### src/rtl/picomips_io_pkg.sv
// Shared types and constants for the picoMIPS operator switch/LED responder.
package picomips_io_pkg;

    localparam int DEFAULT_DATA_W = 8;
    localparam int SW_GO_BIT      = 8;

    typedef enum logic [2:0] {
        WAIT_LOW    = 3'd0,
        ARMED       = 3'd1,
        CAPTURED    = 3'd2,
        WAIT_RESULT = 3'd3,
        SHOW        = 3'd4
    } io_state_t;

endpackage

### src/rtl/sw_debounce.sv
// Single-bit synchroniser followed by a stability counter; q only follows d
// after it has held a new value for DEBOUNCE_CYCLES synchronised cycles.
module sw_debounce #(
    parameter int SYNC_STAGES     = 2,
    parameter int DEBOUNCE_CYCLES = 4
) (
    input  logic clk,
    input  logic reset,
    input  logic d,
    output logic q
);

    localparam int CNT_W = (DEBOUNCE_CYCLES > 1) ? $clog2(DEBOUNCE_CYCLES) : 1;
    localparam logic [CNT_W-1:0] CNT_MAX = CNT_W'(DEBOUNCE_CYCLES - 1);

    logic [SYNC_STAGES-1:0] sync_q, sync_d;
    logic [CNT_W-1:0]       cnt_q, cnt_d;
    logic                   deb_q, deb_d;
    logic                   s_bit;

    assign s_bit = sync_q[SYNC_STAGES-1];
    assign q     = deb_q;

    always_comb begin
        sync_d = {sync_q[SYNC_STAGES-2:0], d};
        cnt_d  = '0;
        deb_d  = deb_q;
        if (s_bit != deb_q) begin
            if (cnt_q == CNT_MAX) begin
                deb_d = s_bit;
                cnt_d = '0;
            end else begin
                cnt_d = cnt_q + CNT_W'(1);
            end
        end else begin
            cnt_d = '0;
        end
    end

    always_ff @(posedge clk or posedge reset) begin
        if (reset) begin
            sync_q <= '0;
            cnt_q  <= '0;
            deb_q  <= 1'b0;
        end else begin
            sync_q <= sync_d;
            cnt_q  <= cnt_d;
            deb_q  <= deb_d;
        end
    end

endmodule

### src/rtl/sw_led_io.sv
// Operator I/O responder: captures a switch index on a debounced SW[8] rise,
// hands it to the CPU with valid/ack, and shows the CPU result on LED.
module sw_led_io
    import picomips_io_pkg::*;
#(
    parameter int SYNC_STAGES     = 2,
    parameter int DEBOUNCE_CYCLES = 4,
    parameter int DATA_W          = DEFAULT_DATA_W
) (
    input  logic              clk,
    input  logic              reset,
    input  logic [8:0]        SW,
    output logic [7:0]        LED,
    output logic [DATA_W-1:0] in_data,
    output logic              in_valid,
    input  logic              in_ack,
    input  logic              out_wr,
    input  logic [DATA_W-1:0] out_data,
    output logic [2:0]        io_state
);

    // The debounce pipeline needs this many edges before deb8 reflects the switch.
    localparam int SETTLE   = SYNC_STAGES + DEBOUNCE_CYCLES;
    localparam int SETTLE_W = $clog2(SETTLE + 1);

    logic                         deb8, deb8_q, deb8_d;
    logic                         rise8, fall8;
    logic [SYNC_STAGES-1:0][7:0]  idx_sync_q, idx_sync_d;
    logic [7:0]                   s_idx;
    logic [SETTLE_W-1:0]          settle_q, settle_d;
    logic                         settled;
    io_state_t                    state_q, state_d;
    logic [7:0]                   led_q, led_d;
    logic [DATA_W-1:0]            in_data_q, in_data_d;
    logic                         in_valid_q, in_valid_d;

    sw_debounce #(
        .SYNC_STAGES    (SYNC_STAGES),
        .DEBOUNCE_CYCLES(DEBOUNCE_CYCLES)
    ) u_go_debounce (
        .clk  (clk),
        .reset(reset),
        .d    (SW[SW_GO_BIT]),
        .q    (deb8)
    );

    assign s_idx    = idx_sync_q[SYNC_STAGES-1];
    assign rise8    = deb8 & ~deb8_q;
    assign fall8    = ~deb8 & deb8_q;
    assign settled  = (settle_q == SETTLE_W'(SETTLE));
    assign LED      = led_q;
    assign in_data  = in_data_q;
    assign in_valid = in_valid_q;
    assign io_state = state_q;

    always_comb begin
        idx_sync_d    = idx_sync_q;
        idx_sync_d[0] = SW[SW_GO_BIT-1:0];
        for (int i = 1; i < SYNC_STAGES; i++) begin
            idx_sync_d[i] = idx_sync_q[i-1];
        end
        deb8_d = deb8;
        if (settled) begin
            settle_d = settle_q;
        end else begin
            settle_d = settle_q + SETTLE_W'(1);
        end
    end

    always_comb begin
        state_d = state_q;
        case (state_q)
            WAIT_LOW:    if (settled && !deb8) state_d = ARMED;       else state_d = WAIT_LOW;
            ARMED:       if (rise8)            state_d = CAPTURED;    else state_d = ARMED;
            CAPTURED:    if (in_ack)           state_d = WAIT_RESULT; else state_d = CAPTURED;
            WAIT_RESULT: if (out_wr)           state_d = SHOW;        else state_d = WAIT_RESULT;
            SHOW:        if (fall8)            state_d = ARMED;       else state_d = SHOW;
            default:                           state_d = WAIT_LOW;
        endcase
    end

    // LED accepts a CPU write in any state; valid/data only move on capture and ack.
    always_comb begin
        if (out_wr) begin
            led_d = 8'(out_data);
        end else begin
            led_d = led_q;
        end
        in_data_d  = in_data_q;
        in_valid_d = in_valid_q;
        case (state_q)
            ARMED: begin
                if (rise8) begin
                    in_data_d  = DATA_W'(s_idx);
                    in_valid_d = 1'b1;
                end else begin
                    in_valid_d = in_valid_q;
                end
            end
            CAPTURED: begin
                if (in_ack) begin
                    in_valid_d = 1'b0;
                end else begin
                    in_valid_d = in_valid_q;
                end
            end
            WAIT_LOW, WAIT_RESULT, SHOW: in_valid_d = in_valid_q;
            default:                     in_valid_d = 1'b0;
        endcase
    end

    always_ff @(posedge clk or posedge reset) begin
        if (reset) begin
            idx_sync_q <= '0;
            deb8_q     <= 1'b0;
            settle_q   <= '0;
            state_q    <= WAIT_LOW;
            led_q      <= 8'h00;
            in_data_q  <= '0;
            in_valid_q <= 1'b0;
        end else begin
            idx_sync_q <= idx_sync_d;
            deb8_q     <= deb8_d;
            settle_q   <= settle_d;
            state_q    <= state_d;
            led_q      <= led_d;
            in_data_q  <= in_data_d;
            in_valid_q <= in_valid_d;
        end
    end

endmodule

### config.mk
export PLATFORM = sky130hd
export DESIGN_NAME = sw_led_io
export DESIGN_NICKNAME = d
export VERILOG_FILES = /design/src/rtl/picomips_io_pkg.sv /design/src/rtl/sw_debounce.sv /design/src/rtl/sw_led_io.sv
export SDC_FILE = /design/constraint.sdc
export NUM_CORES = 1
export LEC_CHECK = 0
export CAP_MARGIN = 20
export CORE_MARGIN = 5
export CORE_UTILIZATION = 43
export DETAILED_ROUTE_END_ITERATION = 16
export PLACE_DENSITY = 0.76
export SLEW_MARGIN = 20
export SYNTH_ARGS = -nofsm -noshare
export SYNTH_HDL_FRONTEND = slang
export SYNTH_SLANG_ARGS = --single-unit
### constraint.sdc
create_clock -name clk -period 1.1 [get_ports clk]
set_input_delay 0.165 -clock clk [delete_from_list [all_inputs] [get_ports clk]]
set_output_delay 0.165 -clock clk [all_outputs]
set_load 0.03 [all_outputs]
# Yosys cells after proc, flatten, opt, wreduce, memory -nomap -nowiden
# Cells that the tools add are included.
[word_totals]
regBits = 45
word_cells = 45
[classes]
addsub = 2
n_eq_ne = 9
n_mux = 11
bitwise = 5
reduce_logical = 7
[ops]
columns = ["operator", "n"]
rows = [
  ["$pmux W3 S5", 1],
  ["$eq A3 B2 Y1 const B", 2],
  ["$eq A3 B3 Y1 const B", 2],
  ["$mux W2", 3],
  ["$mux W3", 2],
  ["$mux W1", 4],
  ["$ne A2 B2 Y1 const B", 2],
  ["$reduce_and A2 Y1", 2],
  ["$add A3 B1 Y3 const B", 1],
  ["$eq A3 B1 Y1 const B", 1],
  ["$logic_not A3 Y1", 1],
  ["$not A1 Y1", 3],
  ["$pmux W1 S3", 1],
  ["$reduce_and A3 Y1", 1],
  ["$reduce_or A3 Y1", 1],
  ["$add A2 B1 Y2 const B", 1],
  ["$and A1 B1 Y1", 2],
  ["$eq A2 B2 Y1 const B", 1],
  ["$logic_and A1 B1 Y1", 1],
  ["$logic_not A1 Y1", 1],
  ["$ne A1 B1 Y1", 1],
]

# Logic depth before layout (Yosys ltp)
# Gate-level depths: netlist (run 1).
[logic_depth]
word_depth = 4
mapped_depth = 5

# By module
# Synthesis (run 1) repeated with hierarchy kept, for this count alone.
[unflattened]
hier_cells = 104
hier_area_um2 = 1605.3
[by_module_without_submodules]
columns = ["module", "n_inst", "cells_per_inst", "area_each_um2"]
rows = [
  ["sw_led_io", 1, 93, 1427.6],
  ["sw_debounce", 1, 11, 177.7],
]

# Worst setup path before layout (run 1)
# Ideal clock, no wire load.
[synth_path]
path_type = "register to register"
from = "reg state_q[0] (netlist: io_state[0])"
to = "reg in_data_q[0] (netlist: in_data[0])"
setup_ps = 125
arrival_ps = 1302
required_time_ps = 975
slack_ps = -327
stages_incl_launch_ff = 4
synth_period_minus_slack_ps = 1427
path_cell_list = "dfrtp_1 > nor3b_4 > nand2_4 > mux2_4"
[synth_between]
elab_chain_len = 2
[synth_lines]
columns = ["item", "line_no", "text"]
rows = [
  ["start, declared", "sw_led_io.sv:32", "io_state_t state_q, state_d;"],
  ["start signal, assigned", "sw_led_io.sv:125", "state_q <= state_d;"],
  ["$eq A3 B1 Y1", "sw_led_io.sv:91", "case (state_q)"],
  ["$reduce_and A2 Y1 (no source line)", "-", ""],
  ["end signal, assigned", "sw_led_io.sv:127", "in_data_q <= in_data_d;"],
  ["end, declared", "sw_led_io.sv:34", "logic [DATA_W-1:0] in_data_q, in_data_d;"],
]
# Every way passes these cells.
# A chain may end at the register's enable or synchronous reset.

# Worst setup path after layout (run 1)
[layout_path]
from = "reg state_q[1] (netlist: io_state[1])"
to = "reg in_data_q[1] (netlist: in_data[1])"
# Same word-level chain as after synthesis.

==> impl_metrics.py, run 1 <==
metrics = {
    "run_status": {
        "status": "finished with violations",
        "violations": "negative setup slack",
    },
    "floorplanning": {
        "core_area_mm2": 0.00363,
        "initial_utilization": 0.442,
        "rows": 22,
        "ios": 41,
        "dieArea_mm2": 0.00506,
        "die_h_um": 71.1,
        "die_w_um": 71.1,
    },
    "routing": {
        "drt_iter0_drc": 10,
        "num_vias": 1002,
        "drt_first_pass_iters": 4,
        "via_per_inst": 4.77,
        "wirelength_mm": 3.04,
        "wl_per_cell_um": 14.5,
        "route.detailed.drc": 0,
        "drtAntennaViolNets": 0,
    },
    "cts": {
        "htreeDepth": 2,
        "clockRootBuffer": "clkbuf_8",
        "tritoncts": "yes",
        "cts_num_sinks": 45,
        "ctsHoldBuffers": 0,
        "cts.path.max_buffers": 2,
        "clock_latency_ns": 0.29,
        "clkTransAtPathRegs_ns": 0.08,
        "cts_made_buffers": 5,
    },
    "setup_path": {
        "cp_max_fo": 8,
        "cp-end-kind": "flop",
        "cp.required_ns": 1.27,
        "path_class": "flop to flop",
        "start_kind": "flop",
        "arrival_ns": 1.44,
    },
    "synth": {
        "ys_seq_area_frac": 0.701,
        "synth.ff_latch_count": 45,
        "ys_warn_count": 0,
        "netlist_area_mm2": 0.00161,
        "yosysTopAreaCell": "dfrtp_1",
        "syn_inst": 101,
        "synth.net_count": 125,
        "synth_top_area_share": 0.701,
        "synth_cell_types": 23,
        "netlist_top_cells_area": "dfrtp_1 (70%), mux2_4 (7.5%), mux2_2 (6.3%)",
        "syn_area_per_cell_um2": 15.9,
    },
    "finish": {
        "fin_cells": 210,
        "drive_gt1_frac": 0.426,
        "final_util": 0.628,
        "fill_cells": 285,
        "layout.nets": 185,
        "diodes": 0,
        "most-common-layout-cells": "dfrtp_1 (42), buf_4 (28), clkdlybuf4s50_1 (20)",
        "stdcell_area_mm2": 0.00228,
        "final_common_cell": "dfrtp_1",
        "syn_to_final_growth_pct": 42.2,
    },
    "placement": {
        "dp_hpwl_mm": 2.14,
        "dp_slack_ns": -0.220,
        "dpl.cell_count": 200,
        "placed_cell_area_mm2": 0.00214,
        "port_buffers": 40,
        "place_congestion": 0.695,
    },
    "timing": {
        "setup_ws_ns": -0.169,
        "finalCriticalPeriod_ns": 1.27,
        "finClkSkew_ns": 0.00286,
        "holdWs_ns": 0.273,
        "slew_headroom": 0.831,
        "finalCritPeriodShare": 1.15,
        "drv_slew": 0,
        "rsz0062_at_grt": "true",
        "worst_pin_slew_ns": 0.251,
        "setup_viol": 14,
        "hold_violations": 0,
        "tns_ns": -1.71,
        "max_freq_mhz": 788,
    },
    "power_and_ir_drop": {
        "swShare": 0.336,
        "seq_power_share": 0.409,
        "peakVddDrop_mv": 1.06,
        "share_comb_of_total_power": 0.411,
        "p_sw_mw": 1.82,
        "total_power_mw": 5.41,
        "power.share.clock": 0.180,
        "p_leak_nw": 1.05,
        "internal_power_mw": 3.59,
        "powerDensity_mw_per_mm2": 2370,
    },
    "grt": {
        "antenna_found_initial": 0,
        "overflow": 0,
        "grtUsageTotal": 0.130,
        "grt_first_pass_wirelength_mm": 5.09,
        "grt_max_degree": 24,
        "grt_pass1_vias": 1143,
    },
    "run": {
        "cap_violations": 0,
    },
    "hold_path": {
        "hold_path_class": "input port to async pin",
    },
}
worst paths after layout:
path,endpoint,slack (ns),start,depth (start not counted)
setup / recovery,in_data[1]$_DFFE_PP0P_,-0.17,io_state[1]$_DFF_PP0_,3
hold / removal,LED[3]$_DFFE_PP0P_,0.27,reset,3
setup reg to reg,in_data[1]$_DFFE_PP0P_,-0.17,io_state[1]$_DFF_PP0_,3
hold reg to reg,s_idx[1]$_DFF_PP0_,0.35,idx_sync_d[9]$_DFF_PP0_,0
max in group asynchronous,io_state[0]$_DFF_PP0_,0.68,reset,3
min in group clk,idx_sync_d[8]$_DFF_PP0_,0.31,SW[0],1
flip-flops by register name (all words and copies together), names as in the netlist:
signal                flops
deb8_q                    1
settle_q                  3
u_go_debounce.sync_q      2
u_go_debounce.cnt_q       2
in_data                   8
s_idx                     8
in_valid                  1
LED                       8
idx_sync_d                8
u_go_debounce.q           1
io_state                  3
power by group through the flow:
stage	Sequential, mW	Clock, mW	Combinational, mW
2_1_floorplan	2.75	0	0.780
3_3_place_gp	2.21	0	2.06
3_5_place_dp	2.24	0	2.09
4_1_cts	2.21	1.00	2.21
5_1_grt	2.26	1.06	2.36
6_report	2.21	0.972	2.22
cell usage after synthesis:
cell type	n
nand2_4	1
mux2_2	9
nand2b_1	2
a21oi_1	4
o21ai_1	2
or2b_1	1
and2b_1	1
mux2_4	8
nor2_1	6
ha_1	3
dfrtp_1	45
nor3b_4	1
o21bai_1	1
o31ai_1	1
a311o_1	1
buf_2	1
nor2b_1	2
xnor2_1	2
nor3_1	1
inv_1	3
nand2_1	4
nor4bb_1	1
nand4b_1	1
critical path, stage by stage (launching register included):
cell and delay (ns):
dfrtp_2 0.43, nor3b_4 0.25, nand2_4 0.15, mux2_4 0.32
metal layers:
metal,vias up,track usage,wire length (µm)
li1,464,-,-
met1,495,0.147,1190
met2,33,0.220,1600
met3,10,0.0426,144
met4,0,0.0647,97
met5,-,0,0
logic make-up after synthesis:
group / after synthesis / share of synthesized area
fa+ha+maj: 3 / 0.0234
simple gates: 21 / 0.0818
buf+inv: 4 / 0.0101
compound gates: 9 / 0.0343
mux: 17 / 0.138
xor+xnor: 2 / 0.0109
flops: 45 / 0.701
layout make-up:
type	instances	area, µm²	area share
clock buffer	7	76.3	0.0334
clock inverter	1	8.76	0.00384
inverter	3	15.0	0.00658
multi-input combinational	52	497	0.218
sequential	45	1130	0.495
tap	48	60.1	0.0263
timing repair buffer	54	495	0.217
what timing repair did:
item                                    4_1_cts  5_1_grt
pin swaps                                     3        3
buffers inserted                              1        1
endpoints found under the setup margin       15       16
gates resized for setup                       6        5
Power figures use the tool's default switching activity.
==> inputs of run 2 (changes only) <==
CTS_CLUSTER_SIZE = 20   (was not set)
==> results of run 2 <==
Final layout, timing and power as in run 1 (identical DEF).
